--- config.mk ---
export PLATFORM = sky130hd
export DESIGN_NAME = tlul_mem_arbiter
export DESIGN_NICKNAME = d
export VERILOG_FILES = /design/src/rtl/tlul_mem_arbiter.sv
export SDC_FILE = /design/constraint.sdc
export NUM_CORES = 1
export LEC_CHECK = 0
export BUFFER_PORTS_ARGS = -buffer_cell sky130_fd_sc_hd__clkbuf_2
export CORE_AREA = 2 2 214 216
export DETAILED_ROUTE_END_ITERATION = 8
export DIE_AREA = 0 0 216 218
export PLACE_DENSITY_LB_ADDON = 0.25
export SETUP_SLACK_MARGIN = 0.2
export SLEW_MARGIN = 20
export SYNTH_ARGS = -nofsm -noshare
export SYNTH_HDL_FRONTEND = slang
export SYNTH_HIERARCHICAL = 1
export SYNTH_SLANG_ARGS = --single-unit
--- constraint.sdc ---
create_clock -name clk_i -period 3.3 [get_ports clk_i]
set_input_delay 0.165 -clock clk_i [delete_from_list [all_inputs] [get_ports clk_i]]
set_output_delay 0.165 -clock clk_i [all_outputs]
set_load 0.01 [all_outputs]
--- src/rtl/tlul_mem_arbiter.sv ---
// N-host to 1-device TL-UL arbiter for the shared main-memory port.
// A channel: round-robin with a grant lock that holds a presented request
// until the device accepts it. D channel: responses return in request order,
// so a FIFO of granted host indices steers each response to its originator.

package tlul_pkg;
   typedef struct packed {
      logic        a_valid;
      logic [2:0]  a_opcode;
      logic [2:0]  a_param;
      logic [1:0]  a_size;
      logic [7:0]  a_source;
      logic [31:0] a_address;
      logic [3:0]  a_mask;
      logic [31:0] a_data;
      logic        d_ready;
   } tl_h2d_t;

   typedef struct packed {
      logic        d_valid;
      logic [2:0]  d_opcode;
      logic [2:0]  d_param;
      logic [1:0]  d_size;
      logic [7:0]  d_source;
      logic        d_sink;
      logic [31:0] d_data;
      logic        d_error;
      logic        a_ready;
   } tl_d2h_t;
endpackage

// Per-host response view: D fields only when this host owns the FIFO head,
// a_ready only when this host holds the grant.
module tlul_mem_arbiter_host
   import tlul_pkg::*;
(
   input  logic    a_gnt,
   input  logic    d_sel,
   input  tl_d2h_t rsp,
   output tl_d2h_t host_rsp
);
   // steer the device response or present an idle D channel
   always_comb begin
      host_rsp = '0;
      if (d_sel) host_rsp = rsp;
      host_rsp.a_ready = a_gnt;
   end
endmodule

module tlul_mem_arbiter
   import tlul_pkg::*;
#(
   parameter int NumHosts       = 3,
   parameter int MaxOutstanding = 4
) (
   input  logic                                clk_i,
   input  logic                                rst_ni,
   input  tl_h2d_t [NumHosts-1:0]              tl_h_i,
   output tl_d2h_t [NumHosts-1:0]              tl_h_o,
   output tl_h2d_t                             tl_d_o,
   input  tl_d2h_t                             tl_d_i,
   output logic [$clog2(MaxOutstanding+1)-1:0] outstanding_o,
   output logic                                err_unexp_rsp_o
);
   localparam int IW = $clog2(NumHosts);
   localparam int PW = $clog2(MaxOutstanding);
   localparam int CW = $clog2(MaxOutstanding+1);

   logic [IW-1:0]                      rr_q, lock_idx_q, winner, head;
   logic                               lock_q, err_q;
   logic [MaxOutstanding-1:0][IW-1:0]  fifo_q;
   logic [PW-1:0]                      wptr_q, rptr_q;
   logic [CW-1:0]                      cnt_q;
   logic                               fifo_full, fifo_empty;
   logic                               a_gnt, a_hs, d_hs, push, pop, unexp;

   assign fifo_full  = (cnt_q == CW'(MaxOutstanding));
   assign fifo_empty = (cnt_q == '0);
   assign head       = fifo_q[rptr_q];

   // winner: locked host, else first requester at or after rr pointer
   always_comb begin
      logic          found;
      logic [IW-1:0] idx;
      winner = rr_q;
      found  = 1'b0;
      idx    = '0;
      for (int k = 0; k < NumHosts; k++) begin
         idx = IW'((int'(rr_q) + k) % NumHosts);
         if (!found && tl_h_i[idx].a_valid) begin
            winner = idx;
            found  = 1'b1;
         end
      end
      if (lock_q) winner = lock_idx_q;
   end

   // device request: winner's A fields verbatim; D ready follows head host
   always_comb begin
      tl_d_o         = tl_h_i[winner];
      tl_d_o.a_valid = rst_ni & tl_h_i[winner].a_valid & ~fifo_full;
      tl_d_o.d_ready = fifo_empty ? 1'b1 : tl_h_i[head].d_ready;
   end

   assign a_gnt = rst_ni & tl_d_i.a_ready & ~fifo_full;
   assign a_hs  = tl_d_o.a_valid & tl_d_i.a_ready;
   assign d_hs  = tl_d_i.d_valid & tl_d_o.d_ready;
   assign push  = a_hs;
   assign pop   = d_hs & ~fifo_empty;
   assign unexp = tl_d_i.d_valid & fifo_empty;

   for (genvar g = 0; g < NumHosts; g++) begin : g_host
      tlul_mem_arbiter_host u_host (
         .a_gnt    (a_gnt && (winner == IW'(g))),
         .d_sel    (!fifo_empty && (head == IW'(g))),
         .rsp      (tl_d_i),
         .host_rsp (tl_h_o[g])
      );
   end

   // arbitration state: rr pointer advances past an accepted host, lock holds
   // a presented-but-stalled request until its handshake
   always_ff @(posedge clk_i or negedge rst_ni) begin
      if (!rst_ni) begin
         rr_q       <= '0;
         lock_q     <= 1'b0;
         lock_idx_q <= '0;
      end else if (a_hs) begin
         rr_q   <= (winner == IW'(NumHosts-1)) ? '0 : winner + 1'b1;
         lock_q <= 1'b0;
      end else if (tl_d_o.a_valid) begin
         lock_q     <= 1'b1;
         lock_idx_q <= winner;
      end
   end

   // routing FIFO of host indices plus count and sticky error flag
   always_ff @(posedge clk_i or negedge rst_ni) begin
      if (!rst_ni) begin
         fifo_q <= '0;
         wptr_q <= '0;
         rptr_q <= '0;
         cnt_q  <= '0;
         err_q  <= 1'b0;
      end else begin
         if (push) begin
            fifo_q[wptr_q] <= winner;
            wptr_q         <= wptr_q + 1'b1;
         end
         if (pop) rptr_q <= rptr_q + 1'b1;
         case ({push, pop})
            2'b10:   cnt_q <= cnt_q + 1'b1;
            2'b01:   cnt_q <= cnt_q - 1'b1;
            default: cnt_q <= cnt_q;
         endcase
         if (unexp) err_q <= 1'b1;
      end
   end

   assign outstanding_o   = cnt_q;
   assign err_unexp_rsp_o = err_q;
endmodule

==> metrics.cfg <==
[status]
status = complete, no violations

[global_route]
grt_pass1_wl_um = 47660
use_met2 = 0.3044
top_usage_layer = met2
grt_pass1_vias = 6757
use_met3 = 0.02357
antenna_found_initial = 16
use_met1 = 0.1305
overflow = 0
groute.usage.overall = 0.1388
grt_max_degree = 52

[die]
die_height_um = 218
initial_core_util = 0.1057
dieArea_um2 = 47090
die_x_um = 216
ios = 558
core_um2 = 44890
rows = 78

[clock_network]
clk_pin_slew_ns = 0.06
cts.sinks = 21
clockRootBuffer = clkbuf_16
clockBufferDepth = 2
clk-insertion-delay-late_ns = 0.26
numCtsBuffers = 3
cts_tree = done
h-tree-depth = 1

[final_layout]
fin_nets = 1460
fillers = 5109
layout-drive-gt1-share = 0.7361
fin_util = 0.2036
syn_to_final_growth_pct = 92.62

[sta]
report.final.slew_viol_count = 0
period_minus_slack_ns = 3.105
slew_headroom = 0.6031
finalSetupViolCount = 0
fin_setup_tns_ns = 0
tightestPinTransition_ns = 0.5908
hold_ws_ns = 0.1924
fin_crit_sh = 0.9408
max_freq_mhz = 322.1
rsz0062_at_grt = true
finClkSkew_ns = 0.005463
hold_viol = 0
setup_ws_ns = 0.1952

[logic_synthesis]
synth_top_area_cell = and2_2
synth_top_area_share = 0.2421
syn-num-nets = 884
syn-cell-area_um2 = 4745
syn_avg_cell_area_um2 = 8.442
ys_warn_count = 6
async_flop_share = 1.000
synth_ff_type = dfrtp_1
syn-instance-count = 562
synth_enable_flop_cells = 0
ys_seq_area_frac = 0.1108
ys_seq_elements = 21
synthTopCellsByArea = and2_2 24%, mux2i_1 19%, o2bb2ai_1 16%, dfrtp_1 11%, ha_1 2.4%
netlist-cell-type-count = 56

[setup_path]
reg2reg_from = rr_q[1]
endpoint_kind = output port
startpoint_type = flop
cp-startpoint = rr_q[1]
arrival_ns = 2.94
required_ns = 3.13
reg2reg_depth = 15
crit_fanout = 9
critical_path_class = reg -> out

[min_path]
min_path_type = in -> reg
min_delay_path_depth = 2
worstHoldStart = tl_d_i[0]

[power_and_ir_drop]
p_leak_nw = 4.640
power.share.combinational = 0.933
clkPwrFrac = 0.024
p_int_mw = 5.495
switching_share = 0.5158
cellPowerDensity_nw_per_um2 = 1242
vdd_drop_max_mv = 0.6729
sequentialPowerShare = 0.043
fin_total_pwr_mw = 11.35
p_sw_mw = 5.854

[run]
drv_cap = 0

[detailed_routing]
drt_first_pass_iters = 4
drtAntennaViolNets = 0
vias = 6833
drt_wl_total_um = 35510
post-route-drc-count = 0
avgViaCountPerCell = 3.916
drt_iter0_drc = 224
detail_route.wl_per_cell_um = 20.35

[placement]
port_buffers = 557
place_ws_ns = 0.01433
dp_hpwl_um = 29760
globalplace.congestion = 0.8517

==> critical path, stage by stage (launching register included) <==
cell and delay, ns:
dfrtp_2 0.45, ha_4 0.32, mux2i_2 0.22, o22ai_2 0.12, a2111oi_4 0.31, buf_4 0.18, o21ai_2 0.06, nand2_4 0.19
buf_12 0.20, clkbuf_16 0.17, mux2i_1 0.21, o2bb2ai_1 0.09, clkbuf_2 0.14
==> area by class of cell <==
class                      count  area, um2  share of cell area
multi-input combinational    470       4065              0.4448
timing repair buffer         628       3642              0.3985
tap                          600      750.7             0.08215
sequential                    21      528.0             0.05778
clock buffer                   3      75.07            0.008215
inverter                      14      52.55            0.005750
antenna                        8      20.02            0.002191
clock inverter                 1      5.005           0.0005476
==> logic make-up after synthesis <==
family	count (synthesis)	share of synthesized area
adders and majority gates	10	0.02795
muxes	95	0.2067
buffers and inverters	71	0.08333
xor gates and xnor gates	6	0.01108
AOI/OAI and AO/OA	145	0.2526
and+or+nand+nor	214	0.3075
DFF	21	0.1108
==> per-stage QoR <==
step                cell area (um2)  std cells
detailed placement             8354       1702
global placement               8354       1702
finish                         9139       1745
CTS                            8767       1724
global route                   9136       1744
floorplan                      4745        562
==> placed cells by master (no fill, tap or decap), types with 4 or more instances in the layout <==
cell type  synthesis  routed
inv_1             14      11
nor2_1             6       6
nor3_1             6       4
mux2i_1           91      76
dfrtp_1           21      19
nand2_1           20      19
buf_12             0       6
mux2i_2            1      13
clkbuf_16          0       7
buf_16             0       5
o21ai_0            7       7
diode_2            0       8
o2bb2ai_1         84      81
clkbuf_2          15     549
a21oi_1           13      11
a211oi_1           4       4
buf_2             16       5
nand3_1            8       8
buf_4             12      47
and2_2           153     153
buf_6              6       5
ha_1               9       5
a31oi_1            9       9
==> metal layers <==
metal	vias to the layer above	part of all wire
li1	3212	-
met1	3193	0.34
met2	390	0.58
met3	36	0.057
met4	2	0.021
met5	-	0.00023
==> cells in the mapped netlist (all sizes together) (3+ instances only) <==
library cell / instances
nor3: 6
and2: 156
o311ai: 3
o21ai: 12
ha: 9
mux2i: 92
a31oi: 9
a211oi: 4
nand3: 8
o2bb2ai: 84
nand2b: 3
dfrtp: 21
inv: 14
and3: 3
a21oi: 14
xor2: 3
nand2: 20
buf: 34
clkbuf: 23
nor2: 7
nor2b: 3
o221ai: 3
xnor2: 3
==> power groups by stage <==
stage | combinational [mW] | sequential, mW | clock [mW]
detailed placement | 8.80 | 0.497 | 0
floorplan | 5.34 | 0.458 | 0
global route | 11.3 | 0.511 | 0.296
global placement | 8.80 | 0.492 | 0
finish | 10.6 | 0.491 | 0.271
CTS | 9.89 | 0.493 | 0.285
==> flip-flops by register name, summed over array words and instances (netlist names) <==
name,count
outstanding_o,3
rptr_q,2
fifo_q,8
lock_idx_q,2
rr_q,2
wptr_q,2
err_unexp_rsp_o,1
lock_q,1
==> path summary, 6_finish.rpt <==
check | end | slack (ns)
worst max-delay path | tl_d_o[4] | 0.20
worst min-delay path | lock_q | 0.19
worst max register to register | outstanding_o[2] | 0.21
worst min register to register | err_unexp_rsp_o | 0.46
max in group asynchronous | rr_q[0] | 2.57
min in group asynchronous | outstanding_o[1] | 0.48
==> what timing repair did <==
| item | 4_1_cts | 5_1_grt |
|---|---|---|
| resized for setup | 19 | 48 |
| endpoints found under the setup margin | 87 | 88 |
| cloned | 4 | 6 |
| hold buffers | 1 | 0 |
| pin swaps | 7 | 18 |
| hold endpoints to repair | 21 | 0 |
| setup buffers | 13 | 7 |
No activity file was read; power rests on OpenSTA's default activity.
